==> config.mk <==
export PLATFORM = sky130hd
export DESIGN_NAME = read_channel_scheduler
export DESIGN_NICKNAME = d
export VERILOG_FILES = /design/src/rtl/read_channel_scheduler.sv
export SDC_FILE = /design/constraint.sdc
export NUM_CORES = 1
export LEC_CHECK = 0
export ABC_AREA = 1
export ABC_CLOCK_PERIOD_IN_PS = 3050
export CORE_MARGIN = 1.5
export CORE_UTILIZATION = 50
export CTS_CLUSTER_DIAMETER = 80
export CTS_CLUSTER_SIZE = 30
export DETAILED_ROUTE_END_ITERATION = 6
export PLACE_DENSITY = 0.74
export SLEW_MARGIN = 0
export SYNTH_ARGS = -nofsm -noshare
export SYNTH_HDL_FRONTEND = slang
export SYNTH_SLANG_ARGS = --single-unit
==> constraint.sdc <==
create_clock -name clk -period 3.05 [get_ports clk]
set_input_delay 0.61 -clock clk [delete_from_list [all_inputs] [get_ports clk]]
set_output_delay 0.61 -clock clk [all_outputs]
set_load 0.01 [all_outputs]
==> src/rtl/read_channel_scheduler.sv <==
// Frame-boundary channel sequencer for the DDR read path. It merges key,
// auto-rotate and forced-skip requests into at most one valid-channel step per frame.
module read_channel_scheduler #(
  parameter int DWELL_FRAMES = 60,
  parameter int DW           = 16
) (
  input  logic       clk,
  input  logic       rst,
  input  logic       key_pulse,
  input  logic       auto_en,
  input  logic [3:0] ch_valid,
  input  logic       frame_done,
  output logic [1:0] read_channel,
  output logic       ch_switch,
  output logic       switch_pending,
  output logic       no_valid
);

  localparam logic [1:0] S_IDLE = 2'd0;
  localparam logic [1:0] S_SHOW = 2'd1;
  localparam logic [1:0] S_WAIT = 2'd2;

  logic [1:0]    state_q, state_d;
  logic [1:0]    chan_q, chan_d;
  logic          sw_q, sw_d;
  logic          pend_q, pend_d;
  logic          nv_q, nv_d;
  logic [DW-1:0] cnt_q, cnt_d;

  logic       any_valid, cur_valid, forced, auto_due, found, do_switch;
  logic [1:0] next_ch, low_ch, cand;

  always_comb begin
    any_valid = |ch_valid;
    cur_valid = ch_valid[chan_q];
    forced    = !cur_valid && any_valid;
    auto_due  = auto_en && frame_done && (cnt_q == DW'(DWELL_FRAMES - 1));

    // Walk the offsets downward so the nearest valid successor is the one kept.
    found   = 1'b0;
    next_ch = chan_q;
    cand    = chan_q;
    for (int k = 3; k >= 1; k--) begin
      cand = chan_q + 2'(k);
      if (ch_valid[cand]) begin
        found   = 1'b1;
        next_ch = cand;
      end
    end

    low_ch = 2'd0;
    for (int k = 3; k >= 0; k--) begin
      if (ch_valid[k]) low_ch = 2'(k);
    end

    do_switch = (state_q != S_IDLE) && frame_done && found &&
                (pend_q || key_pulse || auto_due || forced);

    state_d = state_q;
    chan_d  = chan_q;
    sw_d    = 1'b0;
    pend_d  = frame_done ? 1'b0 : (key_pulse ? 1'b1 : pend_q);
    nv_d    = !any_valid;

    case (state_q)
      S_IDLE: begin
        if (any_valid) begin
          state_d = S_SHOW;
          if (!cur_valid) begin
            chan_d = low_ch;
            sw_d   = 1'b1;
          end
        end
      end
      S_SHOW: if (key_pulse && !frame_done) state_d = S_WAIT;
      S_WAIT: if (frame_done) state_d = S_SHOW;
      default: state_d = S_IDLE;
    endcase

    if (do_switch) begin
      chan_d = next_ch;
      sw_d   = 1'b1;
    end
    if (!any_valid) state_d = S_IDLE;

    if (!auto_en || do_switch || auto_due) cnt_d = '0;
    else if (frame_done)                    cnt_d = cnt_q + DW'(1);
    else                                    cnt_d = cnt_q;
  end

  always_ff @(posedge clk or posedge rst) begin
    if (rst) begin
      state_q <= S_IDLE;
      chan_q  <= 2'd0;
      sw_q    <= 1'b0;
      pend_q  <= 1'b0;
      nv_q    <= 1'b1;
      cnt_q   <= '0;
    end else begin
      state_q <= state_d;
      chan_q  <= chan_d;
      sw_q    <= sw_d;
      pend_q  <= pend_d;
      nv_q    <= nv_d;
      cnt_q   <= cnt_d;
    end
  end

  assign read_channel   = chan_q;
  assign ch_switch      = sw_q;
  assign switch_pending = pend_q;
  assign no_valid       = nv_q;

endmodule

# Yosys cells after proc, flatten, opt, wreduce, memory -nomap -nowiden
# Cells that the tools add are included.
# classes
addsub,4
eq_ne,7
reduce_logical,25
n_mux,34
n_lt_le_gt_ge,4
# op_table
operator,n
2-to-1 mux 16 bit,2
2-to-1 mux 2 bit,14
adder 16 x 1 -> 16 bit (second input constant),1
== test 16 x 6 -> 1 bit (second input constant),1
2-to-1 mux 1 bit,13
< comparator 2 x 3 -> 1 bit (second input constant),4
nonzero test 2 bit,5
binary-select mux 1 bit (select 2 bit),4
logical AND 1 bit,7
inequality test 3 bit (second input constant),2
case mux 2 bit (3 select lines),1
logical OR 1 bit,5
adder 2 bit (second input constant),2
logical NOT 1 bit,4
inequality test 4 x 1 -> 1 bit (second input constant),1
AND reduction 4 bit,1
OR reduction 4 bit,1
adder 2 x 1 -> 2 bit (second input constant),1
== test 2 x 1 -> 1 bit (second input constant),1
== test 2 bit (second input constant),1
logical NOT 2 bit,1
inequality test 2 x 1 -> 1 bit (second input constant),1
AND reduction 2 bit,1
# word_totals
wordCells,80
in_bits,9
reg_bits,23
output_inout_bits,5

# Longest topological paths before layout
# depth
word_depth,11
ltp_mapped,12
ltp_nobuf,12

# Least setup slack after synthesis
# OpenSTA, ideal clock, no wires.
# synth_timing
path_kind,input -> register
startpoint,input port ch_valid[1]
endpoint,register cnt_q[8]
setup_slack_ns,1.458
t_arrival_ns,1.468
setup_time_ns,0.125
required_ns,2.925
path_stages,10
path_buffers,1
path_cell_list,inv_1 -> nand2_1 -> nand3_1 -> nand2_1 -> nor2_1 -> nor2_2 -> nand2_4 -> nand2_4 -> buf_6 -> nor3_2
# synth_between
elab_chain_cells,10
word_cells_on_any_way,21
classes_between,mux: 12; reduce/logical: 9
# synth_rtl
item,line,rtl
from (decl),11,"input logic [3:0] ch_valid,"
binary-select mux 1 bit (select 2 bit),45,if (ch_valid[cand]) begin
2-to-1 mux 1 bit (implied by the code),45,
2-to-1 mux 1 bit (3 in a row),45,
logical AND 1 bit,56,do_switch = (state_q != S_IDLE) && frame_done && found &&
logical AND 1 bit *,56,
logical OR 1 bit * (2 in a row),86,if (!auto_en || do_switch || auto_due) cnt_d = '0;
2-to-1 mux 16 bit / nonzero test 2 bit (equally long branches),-,
to (signal assigned),105,cnt_q <= cnt_d;
to (decl),28,"logic [DW-1:0] cnt_q, cnt_d;"
# Mark *: on every way between the ends. The rest lies on a longest branch, timed or not. The select of a mux whose other input is x is not followed.
# A chain may end at the register's enable or synchronous reset.

# Final worst setup path
# layout_timing
startpoint,input port frame_done
endpoint,register cnt_q[11]
# layout_between
elab_chain_cells,8
word_cells_on_any_way,11
classes_between,mux: 1; reduce/logical: 10
# layout_rtl
item,line,rtl
from (decl),12,"input logic frame_done,"
logical AND 1 bit (2 in a row),37,auto_due = auto_en && frame_done && (cnt_q == DW'(DWELL_FRAMES - 1));
logical OR 1 bit (2 in a row),57,(pend_q || key_pulse || auto_due || forced);
logical AND 1 bit,56,
logical OR 1 bit (2 in a row),86,
2-to-1 mux 16 bit / nonzero test 2 bit (equally long branches),-,
# Parallel ways exist; a longest one is shown, timed or not.

==> flow_summary.yaml <==
outcome:
  status: "completed"
timing:
  drv_slew: 0
  final-hold-violation-count: 0
  finalClockSkew_ps: 4.115
  rsz0062_at_grt: "false"
  fmax_mhz: 457.2
  finalSetupTns_ps: 0
  tightest_slew_ps: 860.4
  fin_ws_ps: 862.9
  fin_crit_sh: 0.7171
  finalSetupViolations: 0
  min_period_ps: 2187
  slew_headroom: 0.4258
setup_path:
  crit_chain: "clkdlybuf4s50_1 -> nand2_1 -> nor2_1 -> nand2_1 -> nor3_2 -> nand2_1 -> nand2_1 -> nor3b_1"
  critPathMaxFanout: 14
  worstSetupEndpointType: "register"
  critPathKind: "primary input to register"
  critPathMaxStageDelay_ps: 750
  slowest_stage: "clkdlybuf4s50_1"
  crit_required_ps: 3280
  r2r_setup_slack_ps: 1270
  arrival_ps: 2420
  worst_setup_path_start_kind: "primary input"
  crit_top_cell: "nand2_1"
cts:
  cts_hold_buf: 0
  cts_tree: "built"
  clock_sinks: 23
  cts_resized: 0
  cts.htree.levels: 1
  numCtsBuffers: 3
  cts_setup_buffers: 0
  clock_path_buffers: 2
  path_clk_slew_ps: 120
  clock_latency_ps: 310
  cts_root_buffer: "clkbuf_4"
die:
  die-area_mm2: 0.003314
  num_rows: 19
  coreArea_mm2: 0.002781
  die_x_um: 57.57
  start_util: 0.5353
  io_pins: 14
  die_h_um: 57.57
layout:
  multiInputGateArea_um2: 799.5
  final_layout_size_suffix_gt1_frac: 0.08676
  diodes: 0
  fillCellCount: 266
  stdcell_area_mm2: 0.001658
  area_delta_synth_final_pct: 11.34
  nNetsFinal: 230
  postLayoutCoreUtil: 0.5960
  seq_area_um2: 576.8
synth:
  synth_top_cell_area_share: 0.3697
  ys_seq_elements: 23
  yosys_warnings: 0
  synth_area_mm2: 0.001489
  ys_types: 28
  syn_inst: 205
  yosysTopAreaCell: "dfrtp_1"
  yosys-top-cells-area: "dfrtp_1, nand2_1, nor2_1"
  ys_seq_area_frac: 0.3874
  synth_fp_nets: 215
  avgSynthCellArea_um2: 7.263
placed_design:
  post-place-ws_ps: 570.9
  placed_cell_area_mm2: 0.001632
  gp_congestion: 0.8616
  io_buffers: 13
  place_hpwl_mm: 2.504
job:
  maxCapViolations: 0
grt:
  grt_util_all_layers: 0.2149
  grt_pass1_vias: 1361
  antenna_found_initial: 0
  grt_overflow: 0
  grt_pass1_wl_mm: 5.651
  grt_max_degree: 24
drt:
  drtIter0Drc: 128
  ant_nets: 0
  drt_wl_total_mm: 3.229
  dr.pass1.iters: 4
  vias: 1393
  drc: 0
  wire_per_inst_um: 12.92
  via_per_inst: 5.572
pwr:
  total_power_mw: 0.8732
  leakage_nw: 0.7600
  power_density_mw_per_mm2: 526.7
  vdd_drop_max_v: 0.0003307
worst_hold_path:
  hp-class: "register to register"
-- area by class of cell --
type,count,area share
Multi-Input combinational cell,156,0.4823
Sequential cell,23,0.3479
Timing Repair Buffer,13,0.07849
Inverter,23,0.05208
Tap cell,31,0.02340
Clock buffer,4,0.01585
-- sequential cells by signal, summed over array words and instances (netlist names) --
register,cells
cnt_q,16
no_valid,1
read_channel,2
ch_switch,1
switch_pending,1
state_q,2
-- synthesized netlist by cell type (all sizes together) --
cell type   n
ha          1
inv        23
nand4       9
nor3b       4
nand3      18
and3        2
nand3b      1
buf         2
nor3        7
a21o        1
a21boi      1
nor4b       1
a21oi       6
clkbuf      1
o21ai       5
o211ai      1
o21bai      1
xor2        5
dfstp       1
nor2       35
nand2      58
dfrtp      22
-- stage by stage --
stage,hold WS [ps],instances
after floorplan,533.7,205
after global routing,595.7,250
after CTS,558.9,250
after global placement,514.5,246
after detailed placement,530.9,246
final,552.8,250
-- kinds of logic after synthesis --
family          synth area share
simple gates              0.4370
compound gates           0.06219
flops                     0.3874
buf+inv                  0.07562
fa+ha+maj               0.008402
xor+xnor                 0.02941
-- per-layer routing --
metal / up-vias / part of all wire / track usage
met1: 655 / 0.42 / 0.2620
met5: - / 0 / 0
li1: 692 / - / -
met2: 37 / 0.53 / 0.3929
met4: 0 / 0.014 / 0.07309
met3: 9 / 0.037 / 0.02041
-- critical path: cells and delay by family --
kind,cells,cell delay [ps]
buffers and inverters,1,750
and+or+nand+nor,7,1050
-- power by group --
| part | internal, mW | switching, mW |
|---|---|---|
| sequential | 0.338 | 0.0444 |
| combinational | 0.140 | 0.211 |
| clock | 0.0510 | 0.0889 |
-- worst paths after layout --
path / start / to / cells past startpoint
worst max-delay path: frame_done / cnt_q[11] / 8
worst min register to register: switch_pending / switch_pending / 2
min in group asynchronous: rst / cnt_q[1] / 2
max in group asynchronous: rst / cnt_q[6] / 2
worst max register to register: read_channel[0] / cnt_q[12] / 9
worst min-delay path: switch_pending / switch_pending / 2
-- layout by cell type (no fill, tap or decap), types with 2 or more instances in the layout --
cell type,n
clkbuf_4,3
nand4_1,9
o21ai_0,5
a21oi_1,5
nand2_4,2
nor3b_1,4
nor3_2,4
nor3_1,3
nor2_2,3
nand3_2,2
clkdlybuf4s50_1,13
and3_1,2
xor2_1,5
inv_1,23
nor2_1,32
dfrtp_1,22
nand3_1,16
nand2_1,55
Note: power is estimated with default switching activity, not from simulation.
